## src/rtl/spi_pkg.sv

```systemverilog
// Shared types for the SPI arbiter: FSM states and the per-requester master configuration word.
package spi_pkg;

  localparam int SPI_CFG_W = 19;

  typedef enum logic [2:0] {
    ST_IDLE,
    ST_SETUP,
    ST_XFER,
    ST_DRAIN,
    ST_RELEASE
  } spi_state_t;

  typedef struct packed {
    logic [15:0] clk_div;
    logic        cpol;
    logic        cpha;
    logic        lsb_first;
  } spi_cfg_t;

endpackage

```

## src/rtl/spi_arbiter_if.sv

```systemverilog
// Arbiter <-> SPI master link: per-transaction config, TX FIFO push, RX FIFO pop (FWFT), byte-done pulse.
// The arbiter side uses the master modport; the SPI master side (or a model of it) uses slave.
interface spi_arbiter_if #(
  parameter int DATA_WIDTH = 8
);
  logic [15:0]           m_clk_div;
  logic                  m_cpol;
  logic                  m_cpha;
  logic                  m_lsb_first;
  logic                  m_wr_en;
  logic [DATA_WIDTH-1:0] m_wr_data;
  logic                  m_full;
  logic                  m_empty;
  logic                  m_rd_en;
  logic [DATA_WIDTH-1:0] m_rd_data;
  logic                  m_done;

  modport master (
    output m_clk_div, m_cpol, m_cpha, m_lsb_first, m_wr_en, m_wr_data, m_rd_en,
    input  m_full, m_empty, m_rd_data, m_done
  );

  modport slave (
    input  m_clk_div, m_cpol, m_cpha, m_lsb_first, m_wr_en, m_wr_data, m_rd_en,
    output m_full, m_empty, m_rd_data, m_done
  );
endinterface

```

## src/rtl/rr_arbiter.sv

```systemverilog
// Combinational round-robin pick: first requesting index strictly after ptr, wrapping upward.
// Zero latency; no backpressure, the caller decides when to act on the pick.
module rr_arbiter #(
  parameter int N  = 4,
  parameter int IW = (N > 1) ? $clog2(N) : 1
) (
  input  logic [N-1:0]  req,
  input  logic [IW-1:0] ptr,
  output logic [N-1:0]  gnt,
  output logic [IW-1:0] idx,
  output logic          any
);

  always_comb begin
    int          j;
    logic [IW-1:0] jj;
    gnt = '0;
    idx = '0;
    any = 1'b0;
    j   = 0;
    jj  = '0;
    // Offset N lands back on ptr itself, so the previous winner is searched last.
    for (int off = 1; off <= N; off++) begin
      j = int'(ptr) + off;
      if (j >= N) j = j - N;
      jj = IW'(j);
      if (!any && req[jj]) begin
        any     = 1'b1;
        gnt[jj] = 1'b1;
        idx     = jj;
      end
    end
  end

endmodule

```

## src/rtl/spi_arbiter.sv

```systemverilog
// Shares one SPI master among N_REQ requesters, one whole transaction at a time, round-robin.
// Grant 1 cycle after eligible req; pushes 1 byte/cycle while !m_full; rx_valid 2 cycles after m_done.
module spi_arbiter
  import spi_pkg::*;
#(
  parameter int N_REQ      = 4,
  parameter int DATA_WIDTH = 8,
  parameter int LEN_W      = 4
) (
  input  logic                        clk,
  input  logic                        rst,
  input  logic [N_REQ-1:0]            req,
  input  logic [N_REQ*LEN_W-1:0]      req_len,
  input  logic [N_REQ*SPI_CFG_W-1:0]  req_cfg,
  input  logic [N_REQ*DATA_WIDTH-1:0] req_tx_data,
  output logic [N_REQ-1:0]            gnt,
  output logic                        tx_pop,
  output logic                        rx_valid,
  output logic [DATA_WIDTH-1:0]       rx_data,
  output logic                        xfer_done,
  output logic                        busy,
  spi_arbiter_if.master               mif
);

  localparam int IW = (N_REQ > 1) ? $clog2(N_REQ) : 1;
  localparam logic [LEN_W-1:0] ONE = LEN_W'(1);

  spi_state_t       state, state_nxt;
  logic [N_REQ-1:0] elig;
  logic [N_REQ-1:0] arb_gnt;
  logic [IW-1:0]    arb_idx;
  logic             arb_any;
  logic [IW-1:0]    ptr;
  logic [IW-1:0]    idx;
  logic [LEN_W-1:0] len;
  logic [LEN_W-1:0] tx_cnt;
  logic [LEN_W-1:0] rx_cnt;
  spi_cfg_t         cfg;
  logic             push;
  logic             rd_live;

  for (genvar g = 0; g < N_REQ; g++) begin : g_elig
    assign elig[g] = req[g] && (req_len[g*LEN_W +: LEN_W] != '0);
  end

  rr_arbiter #(
    .N  (N_REQ),
    .IW (IW)
  ) u_rr (
    .req (elig),
    .ptr (ptr),
    .gnt (arb_gnt),
    .idx (arb_idx),
    .any (arb_any)
  );

  always_comb begin
    state_nxt = state;
    push      = 1'b0;
    case (state)
      ST_IDLE: begin
        if (arb_any && mif.m_empty) state_nxt = ST_SETUP;
      end
      ST_SETUP: state_nxt = ST_XFER;
      ST_XFER: begin
        push = !mif.m_full && (tx_cnt < len);
        if (push && ((tx_cnt + ONE) == len)) state_nxt = ST_DRAIN;
      end
      ST_DRAIN: begin
        if ((rx_cnt == len) && !mif.m_rd_en) state_nxt = ST_RELEASE;
      end
      ST_RELEASE: state_nxt = ST_IDLE;
      default:    state_nxt = ST_IDLE;
    endcase
  end

  assign tx_pop          = push;
  assign mif.m_wr_en     = push;
  assign mif.m_wr_data   = push ? req_tx_data[idx*DATA_WIDTH +: DATA_WIDTH] : '0;
  assign mif.m_clk_div   = cfg.clk_div;
  assign mif.m_cpol      = cfg.cpol;
  assign mif.m_cpha      = cfg.cpha;
  assign mif.m_lsb_first = cfg.lsb_first;
  assign xfer_done       = (state == ST_RELEASE);
  assign busy            = (state != ST_IDLE);

  always_ff @(posedge clk) begin
    if (rst) begin
      state       <= ST_IDLE;
      gnt         <= '0;
      idx         <= '0;
      ptr         <= IW'(N_REQ - 1);
      len         <= '0;
      tx_cnt      <= '0;
      rx_cnt      <= '0;
      cfg         <= '0;
      mif.m_rd_en <= 1'b0;
      rd_live     <= 1'b0;
      rx_valid    <= 1'b0;
      rx_data     <= '0;
    end else begin
      state       <= state_nxt;
      // Every m_done is popped; only those inside a transaction reach the requester.
      mif.m_rd_en <= mif.m_done;
      rd_live     <= mif.m_done && ((state == ST_XFER) || (state == ST_DRAIN));
      rx_valid    <= mif.m_rd_en && rd_live;
      if (mif.m_rd_en && rd_live) begin
        rx_data <= mif.m_rd_data;
        rx_cnt  <= rx_cnt + ONE;
      end
      case (state)
        ST_IDLE: begin
          if (state_nxt == ST_SETUP) begin
            gnt <= arb_gnt;
            idx <= arb_idx;
            len <= req_len[arb_idx*LEN_W +: LEN_W];
            cfg <= spi_cfg_t'(req_cfg[arb_idx*SPI_CFG_W +: SPI_CFG_W]);
          end
        end
        ST_SETUP: begin
          tx_cnt <= '0;
          rx_cnt <= '0;
        end
        ST_XFER: begin
          if (push) tx_cnt <= tx_cnt + ONE;
        end
        ST_RELEASE: begin
          gnt <= '0;
          ptr <= idx;
        end
        default: ;
      endcase
    end
  end

endmodule

```

## src/flat_wrapper.sv

```systemverilog
// flat-port wrapper written by rule: the top's interface ports become plain ports
module spi_arbiter_flat import spi_pkg::*;
#(
  parameter int N_REQ      = 4,
  parameter int DATA_WIDTH = 8,
  parameter int LEN_W      = 4
)
  (clk, rst, req, req_len, req_cfg, req_tx_data, gnt, tx_pop, rx_valid, rx_data, xfer_done, busy, mif_m_clk_div, mif_m_cpol, mif_m_cpha, mif_m_lsb_first, mif_m_wr_en, mif_m_wr_data, mif_m_rd_en, mif_m_full, mif_m_empty, mif_m_rd_data, mif_m_done);
  spi_arbiter_if #(.DATA_WIDTH(DATA_WIDTH)) mif_i ();
  input  logic clk;
  input  logic rst;
  input  logic [N_REQ-1:0] req;
  input  logic [N_REQ*LEN_W-1:0] req_len;
  input  logic [N_REQ*SPI_CFG_W-1:0] req_cfg;
  input  logic [N_REQ*DATA_WIDTH-1:0] req_tx_data;
  output logic [N_REQ-1:0] gnt;
  output logic tx_pop;
  output logic rx_valid;
  output logic [DATA_WIDTH-1:0] rx_data;
  output logic xfer_done;
  output logic busy;
  output wire logic [$bits(mif_i.m_clk_div)-1:0] mif_m_clk_div;
  output wire logic [$bits(mif_i.m_cpol)-1:0] mif_m_cpol;
  output wire logic [$bits(mif_i.m_cpha)-1:0] mif_m_cpha;
  output wire logic [$bits(mif_i.m_lsb_first)-1:0] mif_m_lsb_first;
  output wire logic [$bits(mif_i.m_wr_en)-1:0] mif_m_wr_en;
  output wire logic [$bits(mif_i.m_wr_data)-1:0] mif_m_wr_data;
  output wire logic [$bits(mif_i.m_rd_en)-1:0] mif_m_rd_en;
  input wire logic [$bits(mif_i.m_full)-1:0] mif_m_full;
  input wire logic [$bits(mif_i.m_empty)-1:0] mif_m_empty;
  input wire logic [$bits(mif_i.m_rd_data)-1:0] mif_m_rd_data;
  input wire logic [$bits(mif_i.m_done)-1:0] mif_m_done;
  assign mif_m_clk_div = mif_i.m_clk_div;
  assign mif_m_cpol = mif_i.m_cpol;
  assign mif_m_cpha = mif_i.m_cpha;
  assign mif_m_lsb_first = mif_i.m_lsb_first;
  assign mif_m_wr_en = mif_i.m_wr_en;
  assign mif_m_wr_data = mif_i.m_wr_data;
  assign mif_m_rd_en = mif_i.m_rd_en;
  assign mif_i.m_full = mif_m_full;
  assign mif_i.m_empty = mif_m_empty;
  assign mif_i.m_rd_data = mif_m_rd_data;
  assign mif_i.m_done = mif_m_done;
  spi_arbiter #(.N_REQ(N_REQ), .DATA_WIDTH(DATA_WIDTH), .LEN_W(LEN_W)) u_core (.clk(clk), .rst(rst), .req(req), .req_len(req_len), .req_cfg(req_cfg), .req_tx_data(req_tx_data), .gnt(gnt), .tx_pop(tx_pop), .rx_valid(rx_valid), .rx_data(rx_data), .xfer_done(xfer_done), .busy(busy), .mif(mif_i));
endmodule
```

## config.mk

```make
export PLATFORM = sky130hd
export DESIGN_NAME = spi_arbiter_flat
export DESIGN_NICKNAME = d
export VERILOG_FILES = /design/src/rtl/spi_pkg.sv /design/src/rtl/spi_arbiter_if.sv /design/src/rtl/rr_arbiter.sv /design/src/rtl/spi_arbiter.sv /design/src/flat_wrapper.sv
export SDC_FILE = /design/constraint.sdc
export NUM_CORES = 1
export LEC_CHECK = 0
export CORE_MARGIN = 5
export CORE_UTILIZATION = 42
export DETAILED_ROUTE_END_ITERATION = 10
export PLACE_DENSITY = 0.91
export SLEW_MARGIN = 20
export SYNTH_ARGS = -nofsm -noshare
export SYNTH_HDL_FRONTEND = slang
export SYNTH_SLANG_ARGS = --single-unit
```

## constraint.sdc

```tcl
create_clock -name clk -period 4.2 [get_ports clk]
set_input_delay 1.26 -clock clk [delete_from_list [all_inputs] [get_ports clk]]
set_output_delay 1.26 -clock clk [all_outputs]
set_load 0.02 [all_outputs]
```

Word-level counts from Yosys, hierarchy flattened
Index checks and enable logic that the tools add are counted.
{ "word_totals": {"input_bits": 141, "wordCells": 131, "regBits": 53} }
{ "op_classes": {"n_eq_ne": 9, "bitwise_logic": 3, "n_lt_le_gt_ge": 13, "n_mul": 1, "n_addsub": 10, "shifts": 3, "muxes": 42, "reduce_logical": 35} }
{ "op_table": {"columns": ["operator", "n"], "rows": [
  ["indexed part select 76 x 8 -> 19 bit", 1],
  ["indexed part select 32 x 6 -> 8 bit", 1],
  ["2-to-1 mux 4 bit", 6],
  ["logical AND 1 bit", 17],
  ["2-to-1 mux 2 bit", 8],
  ["one-hot mux 4 bit (2 select lines)", 2],
  ["nonzero test 4 bit", 4],
  ["indexed part select 16 x 5 -> 4 bit", 1],
  ["2-to-1 mux 1 bit", 13],
  ["< comparator 2 x 3 -> 1 bit, second input constant", 4],
  ["OR 4 bit", 3],
  ["one-hot mux 3 bit (4 select lines)", 1],
  [">= comparator 3 bit, second input constant", 3],
  ["2-to-1 mux 3 bit", 3],
  ["adder 4 x 1 -> 4 bit, second input constant", 2],
  ["binary-select mux 1 bit (select 2 bit)", 4],
  ["demux 1 bit (select 2 bit)", 4],
  ["== test 4 bit", 2],
  [">= comparator 2 x 1 -> 1 bit, second input constant", 4],
  ["2-to-1 mux 8 bit", 1],
  ["subtractor 2 x 1 -> 2 bit, second input constant", 4],
  ["multiplier 2 x 5 -> 7 bit, second input constant", 1],
  ["adder 2 x 2 -> 3 bit, second input constant", 2],
  ["== test 3 x 1 -> 1 bit, second input constant", 2],
  ["14 further kinds", 23]
]} }

Longest topological paths before layout
{ "depth": {"depth_word": 21, "depth_mapped": 12, "mapped_depth_nobuf": 8} }

By module
From an unflattened synthesis, not the netlist that was laid out.
{ "unflattened": {"hier_cells": 380, "area_unflattened_um2": 3583.4} }
{ "modules_own_cells": {"columns": ["mod", "n_inst", "seq_area_each_um2", "cells_each", "area_each_um2"], "rows": [
  ["spi_arbiter", 1, 1061.0, 312, 3057.9],
  ["rr_arbiter", 1, 0.0, 68, 525.5]
]} }

Worst setup path before layout
OpenSTA, ideal clock, no wires.
{ "synth_path": {"kind": "input port to output port", "from": "in mif_m_full", "to": "out mif_m_wr_data[0]", "arrival_ns": 2.701, "required_ns": 2.940, "n_path_buf": 1, "cell_stages": 4, "slack_ns": 0.239, "cell_sequence": "or4_1 nor2_1 clkbuf_1 and2_1"} }
{ "synth_via": {"elab_chain_len": 4} }
{ "synth_rtl": {"columns": ["item", "line_no", "text"], "rows": [
  ["from (decl)", "flat_wrapper.sv:29", "input wire logic [$bits(mif_i.m_full)-1:0] mif_m_full;"],
  ["logical NOT 1 bit", "spi_arbiter.sv:66", "push = !mif.m_full && (tx_cnt < len);"],
  ["logical AND 1 bit", "spi_arbiter.sv:66", null],
  ["2-to-1 mux 1 bit", "spi_arbiter.sv:60", "case (state)"],
  ["named net mif_m_wr_en", "flat_wrapper.sv:26", "output wire logic [$bits(mif_i.m_wr_en)-1:0] mif_m_wr_en;"],
  ["2-to-1 mux 8 bit", "spi_arbiter.sv:79", "assign mif.m_wr_data = push ? req_tx_data[idx*DATA_WIDTH +: DATA_WIDTH] : '0;"],
  ["to (decl)", "flat_wrapper.sv:27", "output wire logic [$bits(mif_i.m_wr_data)-1:0] mif_m_wr_data;"]
]} }
The timed path passes the listed nets, and every way through them passes these cells.

Worst setup path after layout
{ "layout_path": {"from": "in mif_m_full", "to": "out tx_pop"} }
{ "layout_via": {"elab_chain_len": 3} }
{ "layout_rtl": {"columns": ["item", "line_no", "text"], "rows": [
  ["logical NOT 1 bit", "spi_arbiter.sv:66", null],
  ["logical AND 1 bit", "spi_arbiter.sv:66", null],
  ["2-to-1 mux 1 bit", "spi_arbiter.sv:60", null],
  ["to (decl)", "flat_wrapper.sv:17", "output logic tx_pop;"]
]} }
Every way passes these cells.

==> metrics.md <==
| Metric | Value |
|---|---|
| Result of the run | `complete, no violations` |
| Layout Skew | `0.007926 ns` |
| Largest net degree at the start of global routing | `33` |
| Crit end category | `output pin` |
| Ys flop type | `sky130_fd_sc_hd__dfxtp_1` |
| Fraction of layout cells with a size suffix above 1 | `12.99%` |
| Insertion delay to the later sink of the worst-skew pair | `0.31 ns` |
| Global-route total usage across every layer | `22.09%` |
| Hold_buf cts | `0` |
| Count of max-cap constraint violations | `0` |
| Filler cell count in the final layout | `742` |
| CP arrival | `2.83 ns` |
| Antenna diodes | `0` |
| Hpwl dp | `10.42 mm` |
| Share of synthesized area occupied by flip-flops and latches | `26.68%` |
| Number of global-route vias before repair | `4370` |
| Leading cell types in the layout, fill and taps excluded | `175 x sky130_fd_sc_hd__clkdlybuf4s50_1, 53 x sky130_fd_sc_hd__dfxtp_1, 48 x sky130_fd_sc_hd__nand2_1` |
| Syn Std Cell Area | `3976 um^2` |
| Height of the chip | `107.3 um` |
| Total detailed-routing wirelength | `13.23 mm` |
| Number of flops mapped to enable cells by yosys | `0` |
| Most common cell after layout, fill and taps aside | `sky130_fd_sc_hd__clkdlybuf4s50_1` |
| Clock tree from TritonCTS | `built` |
| Required time worst endpoint | `2.94 ns` |
| Asr flop ratio synth | `0%` |
| Final Hold Violating Endpoints | `0` |
| Initial detailed-routing violation count | `266` |
| TritonCTS Buffers | `5` |
| RSZ-0062 raised after global routing | `false` |
| CTS H-Tree Depth | `2` |
| Final Instance Count excl. Fillers | `745` |
| Number of storage elements in the synthesis netlist | `53` |
| GP Congestion | `0.8924` |
| # rows | `35` |
| Initial antenna violation count | `0` |
| Mean instance size in the synthesized netlist | `9.162 um^2` |
| Classification of the worst setup path | `in -> out` |
| Area Overhead vs Synth | `52.49%` |
| Width of the die | `107.3 um` |
| Clock root buffer | `sky130_fd_sc_hd__clkbuf_8` |
| Number of I/O port buffers | `185` |
| Final-report max-slew violation count | `0` |
| Cell Count Post-Placement | `737` |
| Number of nets with antenna violations after detailed routing | `0` |
| Dpl cell area | `6011 um^2` |
| Power consumption | `1.448 mW` |
| Maximum fanout count along the critical path | `10` |
| Sink count of the clock tree | `53` |
| Worst-case clock buffer depth | `2` |
| Global-route wire length before repair | `20.87 mm` |
| Die area | `11510 um^2` |
| Remaining DRCs | `0` |
| Detail-routed via count per cell | `5.685` |
| Part of the cycle the worst path needs | `97.42%` |
| Via count of the routed design | `4235` |
| Final setup violation count | `0` |
| Fin area | `6063 um^2` |
| Post-synthesis instance total | `434` |
| CP startpoint kind | `primary input` |
| Highest ir drop seen on vdd | `0.1493 mV` |
| Drt first pass iters | `5` |
| Routed wire length per instance | `17.75 um` |
| Std-Cell Core Area | `9240 um^2` |
| Number of distinct library cells after synthesis | `58` |
| Final Net Count | `770` |
| Power per Cell Area | `238.8 nW/um^2` |
| Syn nets | `589` |
| Worst Hold Slack | `0.4611 ns` |
| FMAX | `0.2444 GHz` |
| Class of the tightest hold or removal check | `reg -> reg` |
| Leakage power total | `2.240 nW` |
| Shortest period the worst path allows | `4.092 ns` |
| Synth Warn # | `0` |
| Global route overflow | `0` |
| Initial core utilization | `43.03%` |
| Post-layout util | `65.62%` |
| Clock-pin transition on the worst setup and hold timing paths | `0.10 ns` |
| Slew of the pin with the lowest slew margin | `0.6192 ns` |
| Boundary pin count | `186` |
| Relative slew slack | `58.66%` |
==> flip-flops by register name (all words and copies together), names as in the netlist, 2 cells and up <==
| signal | cells |
|---|---|
| u_core.mif.m_clk_div | 16 |
| u_core.rx_data | 8 |
| u_core.gnt | 4 |
| u_core.len | 4 |
| u_core.rx_cnt | 4 |
| u_core.tx_cnt | 4 |
| u_core.state | 3 |
| u_core.idx | 2 |
| u_core.ptr | 2 |
==> cell type report <==
| class | count | area, um^2 | share of cell area (%) |
|---|---|---|---|
| flip-flops and latches | 53 | 1061 | 17.50 |
| clock inverters | 3 | 26.28 | 0.4333 |
| well taps | 129 | 161.4 | 2.662 |
| repair buffers | 207 | 1999 | 32.98 |
| inverters | 7 | 26.28 | 0.4333 |
| multi-input cells | 341 | 2720 | 44.86 |
| clock buffers | 5 | 68.82 | 1.135 |
==> kinds of logic after synthesis <==
logic type                 synth area share [%]
buffers and inverters                     4.908
xor gates and xnor gates                  2.643
DFF                                       26.68
muxes                                     14.79
adders and majority gates                 4.405
and+or+nand+nor                           18.03
AOI/OAI and AO/OA                         28.54
==> through the flow <==
step / TNS, ns / worst slack, ns
after detailed placement: -2.433 / -0.2796
after floorplan: 0 / 0.2393
final: 0 / 0.1084
after global placement: -1.975 / -0.2249
after global routing: 0 / 0.01288
after CTS: 0 / 0.001991
==> where the power goes <==
part / total (mW) / internal (mW) / switching, mW
sequential: 0.575 / 0.539 / 0.0364
clock: 0.307 / 0.122 / 0.185
combinational: 0.566 / 0.311 / 0.255
==> synth_stat cells (5+ instances only) <==
| cell | count | area [um^2] |
|---|---|---|
| sky130_fd_sc_hd__mux4_2 | 11 | 247.7 |
| sky130_fd_sc_hd__inv_1 | 5 | 18.77 |
| sky130_fd_sc_hd__mux2i_1 | 34 | 340.3 |
| sky130_fd_sc_hd__nor3_1 | 9 | 45.04 |
| sky130_fd_sc_hd__o31ai_1 | 16 | 120.1 |
| sky130_fd_sc_hd__nand4_1 | 17 | 106.4 |
| sky130_fd_sc_hd__o21a_1 | 5 | 37.54 |
| sky130_fd_sc_hd__a211o_1 | 17 | 148.9 |
| sky130_fd_sc_hd__o221ai_2 | 6 | 90.09 |
| sky130_fd_sc_hd__o211ai_2 | 15 | 187.7 |
| sky130_fd_sc_hd__and2_1 | 9 | 56.30 |
| sky130_fd_sc_hd__nand2_1 | 48 | 180.2 |
| sky130_fd_sc_hd__a21oi_1 | 15 | 75.07 |
| sky130_fd_sc_hd__nor2_1 | 29 | 108.9 |
| sky130_fd_sc_hd__a211oi_1 | 7 | 52.55 |
| sky130_fd_sc_hd__nand2b_1 | 5 | 31.28 |
| sky130_fd_sc_hd__xnor2_1 | 7 | 61.31 |
| sky130_fd_sc_hd__ha_1 | 14 | 175.2 |
| sky130_fd_sc_hd__dfxtp_1 | 53 | 1061 |
| sky130_fd_sc_hd__xor2_1 | 5 | 43.79 |
| sky130_fd_sc_hd__clkbuf_1 | 22 | 82.58 |
| sky130_fd_sc_hd__a2bb2oi_1 | 8 | 70.07 |
==> worst max-delay path: stages <==
cell,delay (ns)
sky130_fd_sc_hd__clkdlybuf4s50_1,0.40
sky130_fd_sc_hd__or4_1,0.49
sky130_fd_sc_hd__nor2_1,0.16
sky130_fd_sc_hd__buf_4,0.17
sky130_fd_sc_hd__dlygate4sd2_1,0.35
==> what timing repair did <==
item	CTS	global route
hold endpoints to repair	0	0
setup endpoints to repair	10	8
setup buffers	0	0
gates resized for setup	18	8
==> per-layer routing <==
layer	vias to the layer above	track usage (%)	routed length, um
met5	-	0	0
met4	0	5.845	192
met3	16	6.479	1365
met2	212	40.17	6596
met1	1965	25.06	5070
li1	2042	-	-
==> worst paths after layout <==
path                                           end  slack [ns]                           start  cells after the start
max                                         tx_pop        0.11                      mif_m_full                      5
min                 u_core.rx_data[7]$_SDFFE_PP0P_        0.46  u_core.rx_data[7]$_SDFFE_PP0P_                      2
max reg2reg  u_core.mif.m_clk_div[13]$_SDFFE_PP0P_        0.69      u_core.ptr[0]$_SDFFE_PP1P_                      9
min reg2reg         u_core.rx_data[7]$_SDFFE_PP0P_        0.46  u_core.rx_data[7]$_SDFFE_PP0P_                      2
(Power assumes the default switching activity.)
